File: src/rtl/combo_verdict.sv
// combo_verdict: stage sequencer, open/fail verdict, attempt counter and lockout for the combination lock.
// Optional: define COMBO_ALARM_LATCH_EN to make LOCKOUT permanent until reset.
module combo_verdict #(
    parameter int NUM_STAGES     = 3,
    parameter int MAX_ATTEMPTS   = 3,
    parameter int OPEN_CYCLES    = 50000000,
    parameter int FAIL_CYCLES    = 25000000,
    parameter int LOCKOUT_CYCLES = 250000000
) (
    input  logic       clock,
    input  logic       reset,
    input  logic       pair_valid,
    input  logic       pair_match,
    input  logic       cancel,
    output logic [1:0] stage,
    output logic       unlocked,
    output logic       alarm,
    output logic [1:0] attempts_left,
    output logic [6:0] status_seg
);
    localparam int OF_MAX = (OPEN_CYCLES > FAIL_CYCLES) ? OPEN_CYCLES : FAIL_CYCLES;
`ifdef COMBO_ALARM_LATCH_EN
    localparam int T_MAX = OF_MAX;
`else
    localparam int T_MAX = (LOCKOUT_CYCLES > OF_MAX) ? LOCKOUT_CYCLES : OF_MAX;
`endif
    localparam int TW = $clog2(T_MAX) + 1;

    typedef enum logic [1:0] {ENTRY, OPEN, FAIL, LOCKOUT} state_t;

    state_t      state_q, state_d;
    logic [1:0]  stage_q, stage_d;
    logic        all_ok_q, all_ok_d;
    logic [TW-1:0] timer_q, timer_d;
    logic [1:0]  att_q, att_d;
    logic        unlocked_q, alarm_q;
    logic [6:0]  seg_q, seg_d;

    // Active-low segment pattern for the state being entered
    always_comb begin
        seg_d = (state_d == OPEN)    ? ~7'h3E :
                (state_d == FAIL)    ? ~7'h71 :
                (state_d == LOCKOUT) ? ~7'h38 :
                (stage_d == 2'd0)    ? ~7'h3F :
                (stage_d == 2'd1)    ? ~7'h06 :
                (stage_d == 2'd2)    ? ~7'h5B : ~7'h4F;
    end

    // Next-state: digit sequencing in ENTRY, timed holds elsewhere
    always_comb begin
        state_d  = state_q;
        stage_d  = stage_q;
        all_ok_d = all_ok_q;
        timer_d  = timer_q;
        att_d    = att_q;
        case (state_q)
            ENTRY: begin
                if (cancel) begin
                    stage_d  = 2'd0;
                    all_ok_d = 1'b1;
                end else if (pair_valid) begin
                    all_ok_d = all_ok_q & pair_match;
                    if (stage_q == 2'(NUM_STAGES - 1)) begin
                        stage_d = 2'd0;
                        if (all_ok_q & pair_match) begin
                            state_d = OPEN;
                            timer_d = TW'(OPEN_CYCLES - 1);
                        end else begin
                            state_d = FAIL;
                            timer_d = TW'(FAIL_CYCLES - 1);
                            att_d   = (att_q == 2'd0) ? 2'd0 : att_q - 2'd1;
                        end
                    end else begin
                        stage_d = stage_q + 2'd1;
                    end
                end
            end
            OPEN: begin
                if (timer_q == '0) begin
                    state_d  = ENTRY;
                    att_d    = 2'(MAX_ATTEMPTS);
                    all_ok_d = 1'b1;
                end else begin
                    timer_d = timer_q - 1'b1;
                end
            end
            FAIL: begin
                if (timer_q != '0) begin
                    timer_d = timer_q - 1'b1;
                end else if (att_q == 2'd0) begin
                    state_d = LOCKOUT;
`ifndef COMBO_ALARM_LATCH_EN
                    timer_d = TW'(LOCKOUT_CYCLES - 1);
`endif
                end else begin
                    state_d  = ENTRY;
                    all_ok_d = 1'b1;
                end
            end
            LOCKOUT: begin
`ifndef COMBO_ALARM_LATCH_EN
                if (timer_q == '0) begin
                    state_d  = ENTRY;
                    att_d    = 2'(MAX_ATTEMPTS);
                    all_ok_d = 1'b1;
                end else begin
                    timer_d = timer_q - 1'b1;
                end
`endif
            end
            default: state_d = ENTRY;
        endcase
    end

    // State and registered outputs, all derived from the next state
    always_ff @(posedge clock or negedge reset) begin
        if (!reset) begin
            state_q    <= ENTRY;
            stage_q    <= 2'd0;
            all_ok_q   <= 1'b1;
            timer_q    <= '0;
            att_q      <= 2'(MAX_ATTEMPTS);
            unlocked_q <= 1'b0;
            alarm_q    <= 1'b0;
            seg_q      <= ~7'h3F;
        end else begin
            state_q    <= state_d;
            stage_q    <= stage_d;
            all_ok_q   <= all_ok_d;
            timer_q    <= timer_d;
            att_q      <= att_d;
            unlocked_q <= (state_d == OPEN);
            alarm_q    <= (state_d == LOCKOUT);
            seg_q      <= seg_d;
        end
    end

    assign stage         = stage_q;
    assign unlocked      = unlocked_q;
    assign alarm         = alarm_q;
    assign attempts_left = att_q;
    assign status_seg    = seg_q;
endmodule

File: config.mk
export PLATFORM = sky130hd
export DESIGN_NAME = combo_verdict
export DESIGN_NICKNAME = d
export VERILOG_FILES = /design/src/rtl/combo_verdict.sv
export SDC_FILE = /design/constraint.sdc
export NUM_CORES = 1
export LEC_CHECK = 0
export BUFFER_PORTS_ARGS = -buffer_cell sky130_fd_sc_hd__buf_2
export CAP_MARGIN = 20
export CELL_PAD_IN_SITES_DETAIL_PLACEMENT = 0
export CELL_PAD_IN_SITES_GLOBAL_PLACEMENT = 2
export CORE_MARGIN = 8
export CORE_UTILIZATION = 41
export DETAILED_ROUTE_END_ITERATION = 10
export GPL_TIMING_DRIVEN = 1
export PLACE_DENSITY_LB_ADDON = 0.1
export SYNTH_ARGS = -nofsm -noshare
export SYNTH_HDL_FRONTEND = slang
export SYNTH_SLANG_ARGS = --single-unit
File: constraint.sdc
create_clock -name clock -period 5.4 [get_ports clock]
set_clock_uncertainty 0.1 [all_clocks]
set_input_delay 1.08 -clock clock [delete_from_list [all_inputs] [get_ports clock]]
set_output_delay 1.08 -clock clock [all_outputs]
set_load 0.01 [all_outputs]
==> flow_metrics.env, run 1 <==
export IMPL_status="finished, final reports clean"
export IMPL_cap_viol_max_count=0
export IMPL_ys_seq_area_share_pct=43.99
export IMPL_finalSetupViolCount=0
export IMPL_timing_final_crit_share_pct=63.74
export IMPL_setup_ws_ns=1.958
export IMPL_placeableCoreArea_sq_um=6205
export IMPL_fp_dieW_um=95.19
export IMPL_rsz0062_at_grt="no"
export IMPL_drtIter0Drc=198
export IMPL_clkTransAtPathRegs_ns=0.09
export IMPL_cts_resized=0
export IMPL_synth_common_cells="dfrtp_1 (41), nor2_1 (32), nor3_1 (25)"
export IMPL_clk_latency_ns=0.30
export IMPL_antenna_found_initial=0
export IMPL_yosysTopAreaCell="dfrtp_1"
export IMPL_final_max_slew_viol_count=0
export IMPL_routed_wl_um=7435
export IMPL_pre_cts_ws_ns=1.984
export IMPL_postCtsHoldBufs=0
export IMPL_cts_tree="built"
export IMPL_dr_total_vias=2343
export IMPL_placed_cells=367
export IMPL_critPathMaxStageDelay_ns=0.71
export IMPL_rows=29
export IMPL_worst_path_max_delay_cell="nand2_1"
export IMPL_hold_viol=0
export IMPL_area_growth_pct=11.05
export IMPL_ys_flop_type="dfrtp_1"
export IMPL_track_usage_pct=17.84
export IMPL_cts_sinks=45
export IMPL_crit_chain="inv_1, ha_1, nor4b_2, and4_1, nand4_1, nand2_1, a22oi_1"
export IMPL_cp_arrival_ns=3.48
export IMPL_die_y_um=95.19
export IMPL_ys_ff_latch=45
export IMPL_power_leakage_nw=1.157
export IMPL_finalSetupTns_ns=0
export IMPL_crit_path_end_kind="flop"
export IMPL_ys_types=60
export IMPL_synth_edf_count=0
export IMPL_syn_nets=289
export IMPL_io_buffers=17
export IMPL_peakVddDrop_uv=119.0
export IMPL_yosys_warnings=0
export IMPL_cts_max_path_buffers=2
export IMPL_routabilityCongestion=0.8769
export IMPL_gr_total_overflow=0
export IMPL_syn_inst=283
export IMPL_synth_area_leaders="dfrtp_1 (40%), nor3_1 (4.9%), nor2_1 (4.7%)"
export IMPL_io_pins=18
export IMPL_worst_setup_path_start_kind="flop"
export IMPL_ctsHtreeMaxLevel=2
export IMPL_antenna_cells=0
export IMPL_hp_class="flop to flop"
export IMPL_cp_top_family="simple AND/OR/NAND/NOR gates"
export IMPL_fmaxAchievable_mhz=290.5
export IMPL_worstMarginPinSlew_ns=0.8874
export IMPL_initial_core_util_pct=41.44
export IMPL_root_buffer="clkbuf_8"
export IMPL_async_reset_ff_share_pct=100.0
export IMPL_drive_above_1_share_pct=13.38
export IMPL_grt_pass1_wl_um=12470
export IMPL_synth_avg_cell_area_sq_um=9.086
export IMPL_yosysTopAreaCellShare_pct=39.90
export IMPL_grt_max_degree=46
export IMPL_avgRoutedWirePerCell_um=19.77
export IMPL_synthesis_area_sq_um=2571
export IMPL_max_slew_margin_pct=40.62
export IMPL_fin_cells=376
export IMPL_critPathKind="flop to flop"
export IMPL_drt_vias_per_instance=6.231
export IMPL_cts_made_buffers=5
export IMPL_grt_pass1_vias=2330
export IMPL_crit_buf_inv=1
export IMPL_ant_nets=0
export IMPL_finalCriticalPeriod_ns=3.442
export IMPL_nNetsFinal=304
export IMPL_crit_fanout=14
export IMPL_remaining_drc_errors=0
export IMPL_dieArea_sq_um=9061
export IMPL_synth_most_common_cell="dfrtp_1"
export IMPL_pwr_density_cell_nw_per_um2=214.3
export IMPL_drt_pass1_iter_count=4
export IMPL_post_cts_buffers=0
export IMPL_crit_required_ns=5.43
export IMPL_hpwlAfterDp_um=5116
## worst paths after layout
path                                    end         from  cells past startpoint  slack (ns)
setup reg to reg                 timer_q[1]   timer_q[0]                      7        1.96
hold reg to reg                 timer_q[26]  timer_q[26]                      1        0.42
setup / recovery                 timer_q[1]   timer_q[0]                      7        1.96
hold / removal                  timer_q[26]  timer_q[26]                      1        0.42
max in group asynchronous  attempts_left[0]        reset                      2        3.93
min in group asynchronous          unlocked        reset                      1        0.67
## power by group
part	switching, mW	leakage [nW]	total (mW)	internal, mW
clock network	0.119	0.0554	0.258	0.139
registers	0.000979	0.526	0.339	0.338
logic	0.0104	0.576	0.0150	0.00459
## cell usage in the layout, fill, tap and decap left out, types with 5 or more instances in the layout
cell type / synthesis / final
a21oi_1: 5 / 5
a31oi_1: 15 / 15
buf_2: 2 / 17
clkbuf_8: 0 / 5
dfrtp_1: 41 / 41
inv_1: 11 / 11
nand2_1: 16 / 16
nand3_1: 9 / 9
nand4_1: 10 / 10
nor2_1: 32 / 32
nor3_1: 25 / 25
o211ai_1: 5 / 5
o21ai_1: 7 / 7
o31ai_1: 5 / 5
or3_1: 7 / 7
## cell families (layout without fill, tap and decap cells)
kind of cell,after synthesis,count (layout),share of synthesized area (%)
AO/OA/AOI/OAI,85,85,24.92
adder cells (fa/ha/maj),1,1,0.4865
buffers and inverters,26,42,4.185
flip-flops,45,45,43.99
multiplexers,1,1,0.3893
AND/OR/NAND/NOR,125,125,26.03
## sequential cells by signal, summed over array words and instances, names as in the netlist
register	cells
stage	2
unlocked	1
status_seg	7
state_q	2
all_ok_q	1
alarm	1
attempts_left	2
timer_q	29
## cell type report
type | instances | area (sq um)
fill | 618 | 3349
multi-input combinational | 212 | 1333
sequential | 45 | 1131
timing repair buffer | 21 | 135.1
tap | 77 | 96.34
clock buffer | 6 | 72.57
inverter | 13 | 48.80
clock inverter | 2 | 38.79
## per-stage QoR
stage / util (%) / hold slack (ns) / power, mW / cell area, sq um
finish: 46.02 / 0.4216 / 0.6117 / 2855
global route: 46.02 / 0.4504 / 0.6395 / 2855
CTS: 45.57 / 0.4275 / 0.6180 / 2828
detailed placement: 43.78 / 0.4170 / 0.3589 / 2716
global placement: 43.78 / 0.4072 / 0.3588 / 2716
floorplan: - / 0.3795 / 0.3481 / 2571
## metal layers
layer | global-route usage [%] | wire (um)
met1 | 25.95 | 3571
met2 | 25.43 | 3240
met3 | 4.173 | 459
met4 | 5.332 | 164
met5 | 0 | 0
Note: power is estimated with default switching activity, not from simulation.
==> inputs of run 2 (changes only) <==
--- a/config.mk
+++ b/config.mk
@@ -5,12 +5,13 @@
 export SDC_FILE = /design/constraint.sdc
 export NUM_CORES = 1
 export LEC_CHECK = 0
+export ABC_AREA = 1
 export BUFFER_PORTS_ARGS = -buffer_cell sky130_fd_sc_hd__buf_2
 export CAP_MARGIN = 20
 export CELL_PAD_IN_SITES_DETAIL_PLACEMENT = 0
 export CELL_PAD_IN_SITES_GLOBAL_PLACEMENT = 2
 export CORE_MARGIN = 8
-export CORE_UTILIZATION = 41
+export CORE_UTILIZATION = 31
 export DETAILED_ROUTE_END_ITERATION = 10
 export GPL_TIMING_DRIVEN = 1
 export PLACE_DENSITY_LB_ADDON = 0.1
==> constraint.sdc (replaced) <==
create_clock -name clock -period 3.1 [get_ports clock]
set_clock_uncertainty 0.1 [all_clocks]
set_input_delay 0.62 -clock clock [delete_from_list [all_inputs] [get_ports clock]]
set_output_delay 0.62 -clock clock [all_outputs]
set_load 0.01 [all_outputs]
==> run 2 against run 1 <==
  * Die area is 45% higher
  * Clock power is 83% higher
  * Via count up 13%
  * Non-clock buffer count is 2 higher
  * Largest power group unchanged
==> flow_metrics.env, run 2 <==
export IMPL_crit_fanout=22
export IMPL_syn_inst=428
export IMPL_ys_ff_latch=45
export IMPL_drive_above_1_share_pct=17.44
export IMPL_cts_sinks=45
export IMPL_fp_dieW_um=114.5
export IMPL_ys_types=36
export IMPL_grt_pass1_vias=2605
export IMPL_syn_nets=434
export IMPL_largest_reg_flops=29
export IMPL_hold_viol=0
export IMPL_finalCriticalPeriod_ns=2.454
export IMPL_crit_path_end_kind="flop"
export IMPL_drtIter0Drc=149
export IMPL_utilization_pct=35.09
export IMPL_reg2regPathDepth=11
export IMPL_finalSetupViolCount=0
export IMPL_clk_latency_ns=0.30
export IMPL_pre_cts_ws_ns=0.6733
export IMPL_p_sw_uw=245.9
export IMPL_power_frac_comb_pct=1.9
export IMPL_pwr_density_cell_nw_per_um2=320.4
export IMPL_crit_chain="inv_1, ha_1, nand2_4, nor2_8, nand2_4, nor2_8, nand3_2, nand2_2, nor2_1, nand2_1, nand2_1"
export IMPL_grt_pass1_wl_um=14290
export IMPL_worstMarginPinSlew_ns=0.5570
export IMPL_dr_total_vias=2648
export IMPL_async_reset_ff_share_pct=100.0
export IMPL_die_y_um=114.5
export IMPL_area_growth_pct=11.89
export IMPL_synth_avg_cell_area_sq_um=7.031
export IMPL_remaining_drc_errors=0
export IMPL_setup_ws_ns=0.6461
export IMPL_rsz0062_at_grt="no"
export IMPL_synth_common_cells="nand2_1 (148), nor2_1 (58), inv_1 (45)"
export IMPL_drt_vias_per_instance=4.519
export IMPL_cts_max_path_buffers=2
export IMPL_ctsHtreeMaxLevel=2
export IMPL_drt_pass1_iter_count=4
export IMPL_io_buffers=17
export IMPL_gr_total_overflow=0
export IMPL_nNetsFinal=458
export IMPL_rows=36
export IMPL_post_cts_buffers=0
export IMPL_power_leakage_nw=1.800
export IMPL_worstSetupPathDepth=11
export IMPL_postCtsHoldBufs=0
export IMPL_io_pins=18
export IMPL_worst_setup_path_start_kind="flop"
export IMPL_critPathKind="flop to flop"
export IMPL_netSwitchingFraction_pct=22.79
export IMPL_status="finished, final reports clean"
export IMPL_final_cell_mix="nand2_1 (148), nor2_1 (58), inv_1 (45), dfrtp_1 (41), nand3_1 (26)"
export IMPL_dieArea_sq_um=13120
export IMPL_stdcell_area_sq_um=3367
export IMPL_yosys_warnings=0
export IMPL_ys_seq_area_share_pct=37.59
export IMPL_finalSetupTns_ns=0
export IMPL_synth_area_leaders="dfrtp_1 (34%), nand2_1 (18%), nor2_1 (7.2%)"
export IMPL_max_slew_margin_pct=62.74
export IMPL_layout_commonest_cell="nand2_1"
export IMPL_crit_buf_inv=1
export IMPL_clkTransAtPathRegs_ns=0.10
export IMPL_routabilityCongestion=0.7618
export IMPL_grt_max_degree=23
export IMPL_root_buffer="clkbuf_8"
export IMPL_crit_required_ns=3.21
export IMPL_hp_class="input pin to asynchronous set/reset pin"
export IMPL_synth_edf_count=0
export IMPL_cap_viol_max_count=0
export IMPL_place_area_sq_um=3252
export IMPL_cts_resized=0
export IMPL_yosysTopAreaCellShare_pct=34.10
export IMPL_ant_nets=0
export IMPL_hpwlAfterDp_um=6580
export IMPL_cp_arrival_ns=2.56
export IMPL_cp_top_family="simple AND/OR/NAND/NOR gates"
export IMPL_track_usage_pct=14.21
export IMPL_worst_path_max_delay_cell="nand2_2"
export IMPL_routed_wl_um=8707
export IMPL_cts_made_buffers=5
export IMPL_ys_flop_type="dfrtp_1"
export IMPL_yosysTopAreaCell="dfrtp_1"
export IMPL_initial_core_util_pct=31.36
export IMPL_seqPwrFrac_pct=54.4
export IMPL_internal_power_uw=833.0
export IMPL_timing_final_crit_share_pct=79.16
export IMPL_clkPwrFrac_pct=43.7
export IMPL_synthesis_area_sq_um=3009
export IMPL_largest_register="timer_q"
export IMPL_placeableCoreArea_sq_um=9594
export IMPL_cts_tree="built"
export IMPL_synth_most_common_cell="nand2_1"
export IMPL_antenna_found_initial=0
export IMPL_critPathMaxStageDelay_ns=0.45
export IMPL_final_max_slew_viol_count=0
export IMPL_antenna_cells=0
export IMPL_fmaxAchievable_mhz=407.5
export IMPL_avgRoutedWirePerCell_um=14.86
export IMPL_peakVddDrop_uv=159.6
==> run 2: cell types whose count changed in the layout (fill, tap and decap cells not counted), moves of 7 or more <==
cell and delta:
nand2_1 +132, inv_1 +34, nor2_1 +26, nor3_1 -23, nand3_1 +17, a31oi_1 -15, xor2_1 +14, o21ai_0 +10
nand2_2 +8, o21ai_2 +8, or3_1 -7
==> run 2: cell families after synthesis <==
family | after synthesis | share of synthesized area (%)
fa+ha+maj | 1 | 0.4157
compound gates | 37 | 7.859
xor+xnor | 15 | 4.366
simple gates | 274 | 41.75
flops | 45 | 37.59
buf+inv | 56 | 8.025
==> run 2: metrics by stage <==
step	power (mW)	std cells	hold slack, ns
floorplan	0.6006	428	0.2244
global placement	0.6200	578	0.3627
detailed placement	0.6200	578	0.3723
CTS	1.101	586	0.02366
global route	1.115	586	0.02940
finish	1.079	586	0.02557
==> run 2: power by group through the flow <==
stage          combinational, mW  clock [mW]  sequential, mW
2_1_floorplan            0.00225           0           0.598
3_3_place_gp              0.0219           0           0.598
3_5_place_dp              0.0218           0           0.598
4_1_cts                   0.0217       0.493           0.587
5_1_grt                   0.0245       0.504           0.587
6_report                  0.0206       0.472           0.587
==> run 2: worst paths after layout <==
kind	startpoint	to	slack, ns
max	timer_q[0]	timer_q[17]	0.65
min	reset	timer_q[23]	0.03
max reg2reg	timer_q[0]	timer_q[17]	0.65
min reg2reg	all_ok_q	all_ok_q	0.39
max in group asynchronous	reset	attempts_left[0]	2.28
min in group clock	all_ok_q	all_ok_q	0.39
==> run 2: worst register-to-register path, cell delays in order (launching register included) <==
cell	delay, ns
dfrtp_1	0.37
inv_1	0.11
ha_1	0.33
nand2_4	0.13
nor2_8	0.22
nand2_4	0.09
nor2_8	0.16
nand3_2	0.11
nand2_2	0.45
nor2_1	0.16
nand2_1	0.09
nand2_1	0.05
==> run 2: cell type report <==
cell class | count | area [sq um]
tap | 133 | 166.4
inverter | 50 | 187.7
timing repair buffer | 23 | 130.1
fill | 1073 | 6227
clock buffer | 5 | 68.82
clock inverter | 3 | 46.29
multi-input combinational | 327 | 1637
sequential | 45 | 1131
==> run 2: layer usage <==
layer	part of all wire, %	up-vias	GRT usage (%)	wire length [um]
met4	0.53	0	2.839	46
met3	3.0	4	2.110	263
li1	-	1388	-	-
met2	46	29	23.09	4013
met1	50	1227	19.42	4383
met5	0	-	0	0
==> inputs of run 3 (changes only) <==
--- a/config.mk
+++ b/config.mk
@@ -11,7 +11,7 @@
 export CELL_PAD_IN_SITES_DETAIL_PLACEMENT = 0
 export CELL_PAD_IN_SITES_GLOBAL_PLACEMENT = 2
 export CORE_MARGIN = 8
-export CORE_UTILIZATION = 31
+export CORE_UTILIZATION = 35
 export DETAILED_ROUTE_END_ITERATION = 10
 export GPL_TIMING_DRIVEN = 1
 export PLACE_DENSITY_LB_ADDON = 0.1
==> constraint.sdc (replaced) <==
create_clock -name clock -period 2.6 [get_ports clock]
set_clock_uncertainty 0.1 [all_clocks]
set_input_delay 0.52 -clock clock [delete_from_list [all_inputs] [get_ports clock]]
set_output_delay 0.52 -clock clock [all_outputs]
set_load 0.01 [all_outputs]
==> run 3 against run 2 <==
  * Flip-flop and latch count unchanged
  * Cell area down 1.3%
  * Global-route usage grew 1.2 points
  * First-iteration DRC count decreased by 14%
  * Critical path type unchanged
  * Sequential share of layout area increased by 0.46 points
  * Cell count down 4.1%
  * Largest cell class unchanged
==> flow_metrics.env, run 3 (synthesized netlist as in run 2, its figures left out) <==
export IMPL_pwr_density_cell_nw_per_um2=360.9
export IMPL_ant_nets=0
export IMPL_nNetsFinal=459
export IMPL_area_growth_pct=10.40
export IMPL_finalSetupViolCount=0
export IMPL_antenna_cells=0
export IMPL_drtIter0Drc=128
export IMPL_peakVddDrop_uv=193.4
export IMPL_power_leakage_nw=1.796
export IMPL_crit_fanout=22
export IMPL_io_buffers=17
export IMPL_startpoint="timer_q[0]"
export IMPL_use_met2_pct=25.07
export IMPL_gr_total_overflow=0
export IMPL_max_slew_margin_pct=68.86
export IMPL_cts_sinks=45
export IMPL_cp_arrival_ns=2.34
export IMPL_dieArea_sq_um=11820
export IMPL_rrSetupSlack_ns=0.37
export IMPL_met1_usage_pct=21.10
export IMPL_crit_path_end_kind="flop"
export IMPL_seq_area_sq_um=1131
export IMPL_largest_register="timer_q"
export IMPL_grt_pass1_wl_um=14250
export IMPL_drt_vias_per_instance=4.795
export IMPL_die_y_um=108.7
export IMPL_routabilityCongestion=0.8086
export IMPL_grt_pass1_vias=2686
export IMPL_timing_final_crit_share_pct=85.82
export IMPL_crit_buf_inv=1
export IMPL_cts_tree="built"
export IMPL_multi_input_area_sq_um=1637
export IMPL_crit_chain="inv_1, ha_1, nand2_4, nor2_8, nand2_4, nor2_8, nand3_2, nand2_2, nor2_1, nand2_1, nand2_1"
export IMPL_drt_pass1_iter_count=4
export IMPL_final_max_slew_viol_count=0
export IMPL_initial_core_util_pct=35.37
export IMPL_cts_made_buffers=5
export IMPL_root_buffer="clkbuf_8"
export IMPL_grt_util_met3_pct=2.364
export IMPL_hp_class="input pin to asynchronous set/reset pin"
export IMPL_reg2reg_from="timer_q[0]"
export IMPL_worst_setup_path_start_kind="flop"
export IMPL_hpwlAfterDp_um=6665
export IMPL_final_cell_mix="nand2_1 (148), nor2_1 (58), inv_1 (45), dfrtp_1 (41), nand3_1 (26)"
export IMPL_dr_total_vias=2695
export IMPL_cap_viol_max_count=0
export IMPL_drive_above_1_share_pct=17.62
export IMPL_largest_reg_flops=29
export IMPL_antenna_found_initial=0
export IMPL_io_pins=18
export IMPL_postCtsHoldBufs=0
export IMPL_crit_required_ns=2.70
export IMPL_finalCriticalPeriod_ns=2.231
export IMPL_avgRoutedWirePerCell_um=14.98
export IMPL_worst_path_max_delay_cell="nand2_2"
export IMPL_worst_hold_slack_ns=0.01952
export IMPL_clkTransAtPathRegs_ns=0.10
export IMPL_cp_top_family="simple AND/OR/NAND/NOR gates"
export IMPL_nFillCells=953
export IMPL_reg2regPathDepth=11
export IMPL_fmaxAchievable_mhz=448.2
export IMPL_ctsHtreeMaxLevel=2
export IMPL_hold_viol=0
export IMPL_fin_cells=562
export IMPL_finalSetupTns_ns=0
export IMPL_critPathKind="flop to flop"
export IMPL_post_cts_buffers=0
export IMPL_fp_dieW_um=108.7
export IMPL_clk_latency_ns=0.31
export IMPL_worstMarginPinSlew_ns=0.4654
export IMPL_status="finished, final reports clean"
export IMPL_grt_max_degree=23
export IMPL_rows=34
export IMPL_grt_busiest_layer="met2"
export IMPL_routed_wl_um=8416
export IMPL_placeableCoreArea_sq_um=8508
export IMPL_cts_max_path_buffers=2
export IMPL_rsz0062_at_grt="no"
export IMPL_placed_cells=554
export IMPL_cts_resized=0
export IMPL_r2r_end="timer_q[15]"
export IMPL_track_usage_pct=15.42
export IMPL_critPathMaxStageDelay_ns=0.38
export IMPL_layout_commonest_cell="nand2_1"
export IMPL_total_power_mw=1.199
export IMPL_remaining_drc_errors=0
## run 3: worst max path at each step
stage | endpoint | slack (ns) | depth (start not counted)
after global placement | timer_q[17] | 0.43 | 11
after global routing | timer_q[15] | 0.18 | 11
after floorplan | timer_q[16] | 0.67 | 12
final | timer_q[15] | 0.37 | 11
after detailed placement | timer_q[15] | 0.35 | 11
after CTS | timer_q[15] | 0.34 | 11
## run 3: area by class of cell
type | count | share of cell area, %
Multi-Input combinational cell | 327 | 49.27
Clock buffer | 5 | 2.072
Inverter | 50 | 5.650
Tap cell | 108 | 4.068
Sequential cell | 45 | 34.05
Timing Repair Buffer | 24 | 4.143
Clock inverter | 3 | 0.7533
## run 3: power by group
group | total, mW | internal, mW | switching [mW]
Combinational | 0.0242 | 0.00519 | 0.0190
Sequential | 0.700 | 0.700 | 0
Clock | 0.475 | 0.197 | 0.279
Total | 1.20 | 0.901 | 0.298
## run 3: through the flow
stage | setup slack [ns] | utilization (%) | instance area [sq um]
after detailed placement | 0.3500 | 37.94 | 3228
final | 0.3686 | 39.04 | 3322
after floorplan | 0.6735 | - | 3009
after global routing | 0.1833 | 39.04 | 3322
after CTS | 0.3382 | 39.04 | 3322
after global placement | 0.4266 | 37.94 | 3228
## run 3: per-layer routing
layer	up-vias	routed length [um]	part of all wire (%)
met5	-	0	0
met2	33	3898	46
met1	1270	4247	50
met4	0	79	0.94
met3	8	190	2.3
li1	1384	-	-
